[src/rtl/swivm_mem_arbiter_if.sv]
// Bundle of both requester ports and the single memory port of the SwiVM arbiter.
// The slave modport is the arbiter's view; the master modport is the surrounding system.
interface swivm_mem_arbiter_if #(
  parameter int ADDR_W = 16,
  parameter int DATA_W = 32
);
  logic              i_p0_req;
  logic              i_p0_we;
  logic [1:0]        i_p0_size;
  logic [ADDR_W-1:0] i_p0_addr;
  logic [DATA_W-1:0] i_p0_wdata;
  logic              o_p0_ack;
  logic [DATA_W-1:0] o_p0_rdata;

  logic              i_p1_req;
  logic              i_p1_we;
  logic [1:0]        i_p1_size;
  logic [ADDR_W-1:0] i_p1_addr;
  logic [DATA_W-1:0] i_p1_wdata;
  logic              o_p1_ack;
  logic [DATA_W-1:0] o_p1_rdata;

  logic [ADDR_W-1:0] o_m_addr;
  logic [DATA_W-1:0] o_m_wrdata;
  logic [1:0]        o_m_size;
  logic              o_m_we;
  logic [DATA_W-1:0] i_m_rddata;

  modport slave (
    input  i_p0_req, i_p0_we, i_p0_size, i_p0_addr, i_p0_wdata,
    output o_p0_ack, o_p0_rdata,
    input  i_p1_req, i_p1_we, i_p1_size, i_p1_addr, i_p1_wdata,
    output o_p1_ack, o_p1_rdata,
    output o_m_addr, o_m_wrdata, o_m_size, o_m_we,
    input  i_m_rddata
  );

  modport master (
    output i_p0_req, i_p0_we, i_p0_size, i_p0_addr, i_p0_wdata,
    input  o_p0_ack, o_p0_rdata,
    output i_p1_req, i_p1_we, i_p1_size, i_p1_addr, i_p1_wdata,
    input  o_p1_ack, o_p1_rdata,
    input  o_m_addr, o_m_wrdata, o_m_size, o_m_we,
    output i_m_rddata
  );
endinterface

[src/rtl/swivm_mem_arbiter.sv]
// Round-robin two-port arbiter in front of the SwiVM memory; each access takes a grant edge
// plus a completion edge, ack is a one-cycle pulse, and a port is ignored while its ack is high.
module swivm_mem_arbiter #(
  parameter int ADDR_W = 16,
  parameter int DATA_W = 32
) (
  input  logic                   i_clk,
  input  logic                   i_rst_n,
  swivm_mem_arbiter_if.slave     bus
);

  localparam logic [0:0] ST_IDLE = 1'b0;
  localparam logic [0:0] ST_BUSY = 1'b1;

  logic [0:0]        state_q, state_d;
  logic              cur_q, cur_d;
  logic              last_grant_q, last_grant_d;
  logic [ADDR_W-1:0] m_addr_q, m_addr_d;
  logic [DATA_W-1:0] m_wrdata_q, m_wrdata_d;
  logic [1:0]        m_size_q, m_size_d;
  logic              m_we_q, m_we_d;
  logic              p0_ack_q, p0_ack_d;
  logic              p1_ack_q, p1_ack_d;
  logic [DATA_W-1:0] p0_rdata_q, p0_rdata_d;
  logic [DATA_W-1:0] p1_rdata_q, p1_rdata_d;

  logic              elig0, elig1;
  logic              grant_vld;
  logic              grant_port;

  // A port whose ack is currently high is treated as not requesting.
  always_comb begin
    elig0      = bus.i_p0_req & ~p0_ack_q;
    elig1      = bus.i_p1_req & ~p1_ack_q;
    grant_vld  = elig0 | elig1;
    grant_port = (elig0 & elig1) ? ~last_grant_q : elig1;
  end

  always_comb begin
    state_d      = state_q;
    cur_d        = cur_q;
    last_grant_d = last_grant_q;
    m_addr_d     = m_addr_q;
    m_wrdata_d   = m_wrdata_q;
    m_size_d     = m_size_q;
    m_we_d       = m_we_q;
    p0_ack_d     = 1'b0;
    p1_ack_d     = 1'b0;
    p0_rdata_d   = p0_rdata_q;
    p1_rdata_d   = p1_rdata_q;

    case (state_q)
      ST_IDLE: begin
        m_we_d = 1'b1;
        if (grant_vld) begin
          if (grant_port) begin
            m_addr_d   = bus.i_p1_addr;
            m_wrdata_d = bus.i_p1_wdata;
            m_size_d   = bus.i_p1_size;
            m_we_d     = bus.i_p1_we;
          end else begin
            m_addr_d   = bus.i_p0_addr;
            m_wrdata_d = bus.i_p0_wdata;
            m_size_d   = bus.i_p0_size;
            m_we_d     = bus.i_p0_we;
          end
          cur_d        = grant_port;
          last_grant_d = grant_port;
          state_d      = ST_BUSY;
        end
      end
      ST_BUSY: begin
        // m_we_q still holds the in-flight direction: high means a read.
        if (cur_q) begin
          p1_ack_d = 1'b1;
          if (m_we_q) p1_rdata_d = bus.i_m_rddata;
        end else begin
          p0_ack_d = 1'b1;
          if (m_we_q) p0_rdata_d = bus.i_m_rddata;
        end
        m_we_d  = 1'b1;
        state_d = ST_IDLE;
      end
      default: begin
        m_we_d  = 1'b1;
        state_d = ST_IDLE;
      end
    endcase
  end

  always_ff @(posedge i_clk or negedge i_rst_n) begin
    if (!i_rst_n) begin
      state_q      <= ST_IDLE;
      cur_q        <= 1'b0;
      last_grant_q <= 1'b1;
      m_addr_q     <= '0;
      m_wrdata_q   <= '0;
      m_size_q     <= 2'b11;
      m_we_q       <= 1'b1;
      p0_ack_q     <= 1'b0;
      p1_ack_q     <= 1'b0;
      p0_rdata_q   <= '0;
      p1_rdata_q   <= '0;
    end else begin
      state_q      <= state_d;
      cur_q        <= cur_d;
      last_grant_q <= last_grant_d;
      m_addr_q     <= m_addr_d;
      m_wrdata_q   <= m_wrdata_d;
      m_size_q     <= m_size_d;
      m_we_q       <= m_we_d;
      p0_ack_q     <= p0_ack_d;
      p1_ack_q     <= p1_ack_d;
      p0_rdata_q   <= p0_rdata_d;
      p1_rdata_q   <= p1_rdata_d;
    end
  end

  assign bus.o_m_addr   = m_addr_q;
  assign bus.o_m_wrdata = m_wrdata_q;
  assign bus.o_m_size   = m_size_q;
  assign bus.o_m_we     = m_we_q;
  assign bus.o_p0_ack   = p0_ack_q;
  assign bus.o_p1_ack   = p1_ack_q;
  assign bus.o_p0_rdata = p0_rdata_q;
  assign bus.o_p1_rdata = p1_rdata_q;

endmodule

[src/flat_wrapper.sv]
// flat-port wrapper written by rule: the top's interface ports become plain ports
module swivm_mem_arbiter_flat 
#(
  parameter int ADDR_W = 16,
  parameter int DATA_W = 32
)
  (i_clk, i_rst_n, bus_i_p0_req, bus_i_p0_we, bus_i_p0_size, bus_i_p0_addr, bus_i_p0_wdata, bus_o_p0_ack, bus_o_p0_rdata, bus_i_p1_req, bus_i_p1_we, bus_i_p1_size, bus_i_p1_addr, bus_i_p1_wdata, bus_o_p1_ack, bus_o_p1_rdata, bus_o_m_addr, bus_o_m_wrdata, bus_o_m_size, bus_o_m_we, bus_i_m_rddata);
  swivm_mem_arbiter_if #(.ADDR_W(ADDR_W), .DATA_W(DATA_W)) bus_i ();
  input  logic i_clk;
  input  logic i_rst_n;
  input wire logic [$bits(bus_i.i_p0_req)-1:0] bus_i_p0_req;
  input wire logic [$bits(bus_i.i_p0_we)-1:0] bus_i_p0_we;
  input wire logic [$bits(bus_i.i_p0_size)-1:0] bus_i_p0_size;
  input wire logic [$bits(bus_i.i_p0_addr)-1:0] bus_i_p0_addr;
  input wire logic [$bits(bus_i.i_p0_wdata)-1:0] bus_i_p0_wdata;
  output wire logic [$bits(bus_i.o_p0_ack)-1:0] bus_o_p0_ack;
  output wire logic [$bits(bus_i.o_p0_rdata)-1:0] bus_o_p0_rdata;
  input wire logic [$bits(bus_i.i_p1_req)-1:0] bus_i_p1_req;
  input wire logic [$bits(bus_i.i_p1_we)-1:0] bus_i_p1_we;
  input wire logic [$bits(bus_i.i_p1_size)-1:0] bus_i_p1_size;
  input wire logic [$bits(bus_i.i_p1_addr)-1:0] bus_i_p1_addr;
  input wire logic [$bits(bus_i.i_p1_wdata)-1:0] bus_i_p1_wdata;
  output wire logic [$bits(bus_i.o_p1_ack)-1:0] bus_o_p1_ack;
  output wire logic [$bits(bus_i.o_p1_rdata)-1:0] bus_o_p1_rdata;
  output wire logic [$bits(bus_i.o_m_addr)-1:0] bus_o_m_addr;
  output wire logic [$bits(bus_i.o_m_wrdata)-1:0] bus_o_m_wrdata;
  output wire logic [$bits(bus_i.o_m_size)-1:0] bus_o_m_size;
  output wire logic [$bits(bus_i.o_m_we)-1:0] bus_o_m_we;
  input wire logic [$bits(bus_i.i_m_rddata)-1:0] bus_i_m_rddata;
  assign bus_i.i_p0_req = bus_i_p0_req;
  assign bus_i.i_p0_we = bus_i_p0_we;
  assign bus_i.i_p0_size = bus_i_p0_size;
  assign bus_i.i_p0_addr = bus_i_p0_addr;
  assign bus_i.i_p0_wdata = bus_i_p0_wdata;
  assign bus_o_p0_ack = bus_i.o_p0_ack;
  assign bus_o_p0_rdata = bus_i.o_p0_rdata;
  assign bus_i.i_p1_req = bus_i_p1_req;
  assign bus_i.i_p1_we = bus_i_p1_we;
  assign bus_i.i_p1_size = bus_i_p1_size;
  assign bus_i.i_p1_addr = bus_i_p1_addr;
  assign bus_i.i_p1_wdata = bus_i_p1_wdata;
  assign bus_o_p1_ack = bus_i.o_p1_ack;
  assign bus_o_p1_rdata = bus_i.o_p1_rdata;
  assign bus_o_m_addr = bus_i.o_m_addr;
  assign bus_o_m_wrdata = bus_i.o_m_wrdata;
  assign bus_o_m_size = bus_i.o_m_size;
  assign bus_o_m_we = bus_i.o_m_we;
  assign bus_i.i_m_rddata = bus_i_m_rddata;
  swivm_mem_arbiter #(.ADDR_W(ADDR_W), .DATA_W(DATA_W)) u_core (.i_clk(i_clk), .i_rst_n(i_rst_n), .bus(bus_i));
endmodule
[config.mk]
export PLATFORM = sky130hd
export DESIGN_NAME = swivm_mem_arbiter_flat
export DESIGN_NICKNAME = d
export VERILOG_FILES = /design/src/rtl/swivm_mem_arbiter_if.sv /design/src/rtl/swivm_mem_arbiter.sv /design/src/flat_wrapper.sv
export SDC_FILE = /design/constraint.sdc
export NUM_CORES = 1
export LEC_CHECK = 0
export ABC_AREA = 1
export CAP_MARGIN = 30
export CORE_MARGIN = 4
export CORE_UTILIZATION = 45
export DETAILED_ROUTE_END_ITERATION = 6
export GPL_ROUTABILITY_DRIVEN = 0
export PLACE_DENSITY = 0.89
export SYNTH_ARGS = -nofsm -noshare
export SYNTH_HDL_FRONTEND = slang
export SYNTH_SLANG_ARGS = --single-unit
[constraint.sdc]
create_clock -name i_clk -period 3.2 [get_ports i_clk]
set_clock_uncertainty 0.1 [all_clocks]
set_input_delay 0.64 -clock i_clk [delete_from_list [all_inputs] [get_ports i_clk]]
set_output_delay 0.64 -clock i_clk [all_outputs]
set_load 0.01 [all_outputs]
==> results of run 1 <==
-- metrics by stage --
step / area [µm²] / util (%) / cells / hold slack [ps]
2_1_floorplan: 5400 / - / 692 / 244
3_3_place_gp: 8050 / 69.6 / 1060 / 355
3_5_place_dp: 8050 / 69.6 / 1060 / 363
4_1_cts: 8670 / 75.0 / 1092 / 151
5_1_grt: 8690 / 75.1 / 1093 / 166
6_report: 8690 / 75.1 / 1093 / 136
-- area by class of cell --
cell class,count,share of cell area (%)
sequential,120,34.6
timing repair buffer,263,30.3
multi-input combinational,396,19.8
inverter,139,6.01
clock buffer,23,5.50
tap,143,2.06
clock inverter,9,1.67
-- kinds of logic after synthesis --
group           count (synthesis)
compound gates                 65
buf+inv                       176
flops                         120
simple gates                  331
-- synth_stat cells --
cell	n	area share, %
sky130_fd_sc_hd__nand2_1	226	16
sky130_fd_sc_hd__inv_1	136	9.5
sky130_fd_sc_hd__dfrtp_1	116	54
sky130_fd_sc_hd__nand3_1	102	9.5
sky130_fd_sc_hd__o21ai_0	62	5.8
sky130_fd_sc_hd__clkbuf_1	21	1.5
sky130_fd_sc_hd__buf_2	16	1.5
sky130_fd_sc_hd__dfstp_2	4	1.9
sky130_fd_sc_hd__inv_2	3	0.21
sky130_fd_sc_hd__nor2_2	2	0.23
sky130_fd_sc_hd__o21ai_1	2	0.19
sky130_fd_sc_hd__a21oi_2	1	0.16
sky130_fd_sc_hd__nand2_2	1	0.12
-- worst reg2reg max path: stages, from the launching register on --
cell	delay [ps]
sky130_fd_sc_hd__dfrtp_1	420
sky130_fd_sc_hd__inv_2	40
sky130_fd_sc_hd__nand2_1	110
sky130_fd_sc_hd__a21oi_4	70
sky130_fd_sc_hd__inv_2	650
sky130_fd_sc_hd__nand2_1	170
sky130_fd_sc_hd__nand2_1	130
-- report_power, final --
part / internal [µW] / total [µW] / switching, µW / leakage [µW]
combinational: 1880 / 3780 / 1900 / 0.00271
clock: 1360 / 2020 / 659 / 0.000311
sequential: 2300 / 2720 / 426 / 0.00146
-- path summary, 6_finish.rpt --
path                                                         end  slack, ps                          startpoint  cells after the start
min in group i_clk            u_core.bus.o_m_size[1]$_DFFE_PN1P_        370  u_core.bus.o_m_size[1]$_DFFE_PN1P_                      2
hold reg to reg               u_core.bus.o_m_size[1]$_DFFE_PN1P_        370  u_core.bus.o_m_size[1]$_DFFE_PN1P_                      2
setup reg to reg           u_core.bus.o_m_wrdata[26]$_DFFE_PN0P_       1450       u_core.bus.o_p1_ack$_DFF_PN0_                      6
max in group asynchronous            u_core.bus.o_m_we$_DFF_PN1_       2040                             i_rst_n                      2
setup / recovery                                      bus_o_m_we        920         u_core.bus.o_m_we$_DFF_PN1_                      1
hold / removal              u_core.bus.o_m_wrdata[5]$_DFFE_PN0P_        140                             i_rst_n                      1
-- routing by layer --
layer / GRT usage, % / part of all wire (%)
met5: 0 / 0
met4: 12.3 / 4.4
met3: 6.58 / 5.2
met2: 43.0 / 51
met1: 28.0 / 39
-- registers in the layout, summed over array words and instances (netlist names) --
register,count
u_core.bus.o_p0_rdata,32
u_core.bus.o_m_wrdata,32
u_core.bus.o_p1_ack,1
u_core.bus.o_p0_ack,1
u_core.bus.o_p1_rdata,32
u_core.cur_q,1
u_core.last_grant_q,1
u_core.bus.o_m_we,1
u_core.state_q,1
u_core.bus.o_m_addr,16
u_core.bus.o_m_size,2
-- layout by cell type (no fill, tap or decap), drive strengths merged --
cell type | netlist | layout
dfstp | 4 | 4
clkinv | 0 | 5
a21oi | 1 | 1
dfrtp | 116 | 116
nand2 | 227 | 227
nand3 | 102 | 102
nor2 | 2 | 2
clkdlybuf4s50 | 0 | 253
clkbuf | 21 | 23
buf | 16 | 10
inv | 139 | 139
o21ai | 64 | 64
bufinv | 0 | 4
==> qor.tcl, run 1 <==
set qor(status) {finished, final reports clean}
set qor(routed_wire_length_per_instance_um) 15.6
set qor(peakVddDrop_mv) 0.533
set qor(first_pass_grt_wire_length_mm) 27.1
set qor(grt_usage_pct) 24.7
set qor(timing.critical_path.slowest_cell_delay_ps) 580
set qor(fin_crit_sh_pct) 71.1
set qor(drt-total-wl_mm) 17.1
set qor(post_synth_mux_area_share_pct) 0
set qor(chipHeight_um) 117
set qor(numCtsBuffers) 17
set qor(initial_utilization_pct) 46.7
set qor(htree_levels) 4
set qor(worstHoldPathType) {in2async}
set qor(preCtsSetupSlack_ps) 809
set qor(yosys_warnings) 0
set qor(post_synth_and_or_nand_nor_area_fraction_pct) 25.5
set qor(post_cts_resize_count) 0
set qor(std_cell_rows) 39
set qor(tritoncts) {built}
set qor(postCtsSetupRepairBufs) 0
set qor(drt-initial-drc-count) 434
set qor(synth_xor_area_share_pct) 0
set qor(syn_area_per_cell_um2) 7.80
set qor(cp-end-kind) {output port}
set qor(register_area_mm2) 0.00301
set qor(antenna_violations_before_repair) 0
set qor(clockRootBuffer) {sky130_fd_sc_hd__clkbuf_16}
set qor(flow.area_growth_from_synthesis_pct) 61.0
set qor(worstSkewPairLatency_ps) 410
set qor(worstMarginPinSlew_ps) 898
set qor(power_leakage_uw) 0.00448
set qor(largest_net_degree_at_the_start_of_global_routing) 65
set qor(mappedNetlistArea_mm2) 0.00540
set qor(core-area_mm2) 0.0116
set qor(rsz0062_at_grt) {no}
set qor(grt_pass1_vias) 5192
set qor(drt-pass1-iter-count) 5
set qor(fin_ws_ps) 924
set qor(drv_slew) 0
set qor(top_level_ports) 255
set qor(final_net_count) 1075
set qor(cp_slowest_cell) {sky130_fd_sc_hd__clkdlybuf4s50_1}
set qor(n_antenna_cell) 0
set qor(dp_hpwl_mm) 11.8
set qor(grt.overflow.total) 0
set qor(max_slew_margin_pct) 40.1
set qor(hold_viol) 0
set qor(place.port_buffers) 254
set qor(fp.dieW_um) 117
set qor(synth_fa_ha_area_share_pct) 0
set qor(power_per_cell_area_mw_per_mm2) 980
set qor(avgViaCountPerCell) 4.81
set qor(multiInputGateArea_mm2) 0.00172
set qor(synth_seq_area_share_pct) 55.8
set qor(postCtsHoldBufs) 0
set qor(worst-endpoint-arrival_ps) 1540
set qor(number_of_synthesized_register_bits) 120
set qor(critPathRequiredTime_ps) 2460
set qor(vias) 5256
set qor(timing.fmax_mhz) 439
set qor(combinational_family_with_the_most_area_after_synthesis) {simple AND/OR/NAND/NOR gates}
set qor(critical_path_class) {reg2out}
set qor(finalSetupTns_ps) 0
set qor(synth_cells) 692
set qor(setup_violations) 0
set qor(critPathTopFamily) {buffers and inverters}
set qor(syn_nets) 830
set qor(cp.buffers_inverters) 1
set qor(synth.lib_cells_used.distinct) 13
set qor(die_outline_area_mm2) 0.0138
set qor(critPathMaxFanout) 3
set qor(synth-compound-area-share_pct) 6.10
set qor(min_period_ps) 2280
set qor(post_route_drc) 0
set qor(total_power_uw) 8520
set qor(crit_chain) {clkdlybuf4s50_1}
set qor(clock_tree.buffer_depth) 2
set qor(final.fill_count) 835
set qor(clk_pin_slew_worst_paths_ps) 50
set qor(final_antenna_net_count) 0
set qor(clkSinkCount) 120
set qor(cp-start-kind) {flip-flop}
set qor(cap_violations) 0
set qor(layout-drive-gt1-share_pct) 5.37
(Power assumes the default switching activity.)
==> inputs of run 2 (changes only) <==
CORE_UTILIZATION = 41   (was 45)
PLACE_DENSITY = 0.82   (was 0.89)
clock period = 2.1 ns   (was 3.2 ns; I/O delays follow)
==> run 2 against run 1 <==
Final cell count rose by 3.1%. Flip-flop and latch count did not move. Utilization fell by 6.1 points. Hold slack improved by 110 ps. Die area rose by 9.1%. Sequential power rose by 53%. Sequential share of layout area fell by 0.52 points. Register-to-register slack got worse by 970 ps. Critical path type unchanged. Critical endpoint is now bus_o_m_size[1].
==> qor.tcl, run 2 (synthesis results as in run 1) <==
set qor(drt-initial-drc-count) 414
set qor(rsz0062_at_grt) {no}
set qor(largest_net_degree_at_the_start_of_global_routing) 77
set qor(clockRootBuffer) {sky130_fd_sc_hd__clkbuf_16}
set qor(flow.area_growth_from_synthesis_pct) 63.5
set qor(cp.buffers_inverters) 1
set qor(postCtsSetupRepairBufs) 0
set qor(grt.overflow.total) 0
set qor(drv_slew) 0
set qor(first_pass_grt_wire_length_mm) 26.0
set qor(max_slew_margin_pct) 62.7
set qor(power_leakage_uw) 0.00452
set qor(min_period_ps) 2010
set qor(core-area_mm2) 0.0128
set qor(critical_path_class) {reg2out}
set qor(chipHeight_um) 123
set qor(cp-start-kind) {flip-flop}
set qor(routed_wire_length_per_instance_um) 15.0
set qor(worst-endpoint-arrival_ps) 1490
set qor(final_antenna_net_count) 0
set qor(finalSetupTns_ps) 0
set qor(initial_utilization_pct) 42.2
set qor(crit_chain) {clkdlybuf4s50_1}
set qor(worstHoldPathType) {in2async}
set qor(drt-total-wl_mm) 16.9
set qor(setup_violations) 0
set qor(fin_ws_ps) 89.9
set qor(fp.dieW_um) 123
set qor(antenna_violations_before_repair) 0
set qor(drt-pass1-iter-count) 5
set qor(avgViaCountPerCell) 4.68
set qor(grt_usage_pct) 22.5
set qor(post_route_drc) 0
set qor(mostFrequentLayoutCell) {sky130_fd_sc_hd__clkdlybuf4s50_1}
set qor(peakVddDrop_mv) 0.682
set qor(clock_tree.buffer_depth) 2
set qor(vias) 5269
set qor(grt_pass1_vias) 5133
set qor(postPlaceCellArea_mm2) 0.00820
set qor(std_cell_rows) 41
set qor(worstSkewPairLatency_ps) 400
set qor(dp_hpwl_mm) 11.9
set qor(critPathMaxFanout) 2
set qor(fin_crit_sh_pct) 95.7
set qor(htree_levels) 4
set qor(critPathTopFamily) {buffers and inverters}
set qor(cap_violations) 0
set qor(numCtsBuffers) 17
set qor(die_outline_area_mm2) 0.0151
set qor(power_per_cell_area_mw_per_mm2) 1480
set qor(timing.critical_path.slowest_cell_delay_ps) 560
set qor(cp_slowest_cell) {sky130_fd_sc_hd__clkdlybuf4s50_1}
set qor(cp-end-kind) {output port}
set qor(timing.fmax_mhz) 497
set qor(status) {finished, final reports clean}
set qor(tritoncts) {built}
set qor(top_level_ports) 255
set qor(preCtsSetupSlack_ps) 92.1
set qor(final_net_count) 1080
set qor(worstMarginPinSlew_ps) 560
set qor(critPathRequiredTime_ps) 1580
set qor(n_antenna_cell) 0
set qor(commonest_non_fill_non_tap_cells_in_the_layout) {252 x sky130_fd_sc_hd__clkdlybuf4s50_1, 225 x sky130_fd_sc_hd__nand2_1, 136 x sky130_fd_sc_hd__inv_1, 116 x sky130_fd_sc_hd__dfrtp_1, 101 x sky130_fd_sc_hd__nand3_1}
set qor(clkSinkCount) 120
set qor(hold_viol) 0
set qor(place.port_buffers) 254
set qor(finalInstanceArea_mm2) 0.00882
set qor(layout-drive-gt1-share_pct) 5.76
set qor(clk_pin_slew_worst_paths_ps) 50
run 2: cell count changes in the layout (fill, tap and decap cells not counted), sizes merged:
cell	previous run	this run
buf	10	14
clkbuf	23	25
clkinvlp	0	2
dlygate4sd3	0	1
clkinv	5	2
clkdlybuf4s50	253	252
dlymetal6s2s	0	1
bufinv	4	3
run 2: timing repair:
action	4_1_cts	5_1_grt
hold endpoints to repair	78	0
endpoints found under the setup margin	0	1
gates resized for setup	0	1
hold buffers	1	0
run 2: final timing paths:
path,slack [ps],cells after the start,to,from
worst min-delay path,250,2,u_core.bus.o_m_addr[10]$_DFFE_PN0P_,i_rst_n
worst max-delay path,90,1,bus_o_m_size[1],u_core.bus.o_m_size[1]$_DFFE_PN1P_
max in group asynchronous,910,3,u_core.bus.o_m_we$_DFF_PN1_,i_rst_n
min in group i_clk,370,2,u_core.last_grant_q$_DFFE_PN1P_,u_core.last_grant_q$_DFFE_PN1P_
worst min register to register,370,2,u_core.last_grant_q$_DFFE_PN1P_,u_core.last_grant_q$_DFFE_PN1P_
worst max register to register,480,6,u_core.bus.o_m_wrdata[6]$_DFFE_PN0P_,u_core.last_grant_q$_DFFE_PN1P_
run 2: layout make-up:
class	instances	area, µm²
Multi-Input combinational cell	396	1730
Inverter	139	522
Timing Repair Buffer	268	2740
Clock inverter	7	115
Tap cell	172	215
Sequential cell	120	3010
Clock buffer	25	495
Fill cell	1003	3950
run 2: stage by stage:
step | utilization, % | total power [µW] | cells | hold WS, ps
CTS | 69.0 | 13200 | 1127 | 227
global placement | 64.2 | 9900 | 1094 | 125
global route | 69.0 | 13900 | 1127 | 250
floorplan | - | 6610 | 692 | 24.4
detailed placement | 64.2 | 10100 | 1094 | 126
finish | 69.0 | 13100 | 1127 | 247
run 2: metal layers:
| layer | track usage, % | vias to the layer above | share of wire (%) |
|---|---|---|---|
| met1 | 26.5 | 2448 | 39 |
| li1 | - | 2588 | - |
| met4 | 10.9 | 0 | 3.3 |
| met5 | 0 | - | 0 |
| met2 | 37.6 | 190 | 52 |
| met3 | 6.50 | 43 | 6.1 |
run 2: where the power goes:
group | total [µW] | internal (µW) | switching (µW)
sequential | 4160 | 3500 | 661
clock | 3010 | 1990 | 1020
combinational | 5880 | 2980 | 2900
==> inputs of run 3 (changes only) <==
CTS_CLUSTER_SIZE = 30   (was not set)
==> results of run 3 <==
Final layout, timing and power as in run 2 (identical DEF).
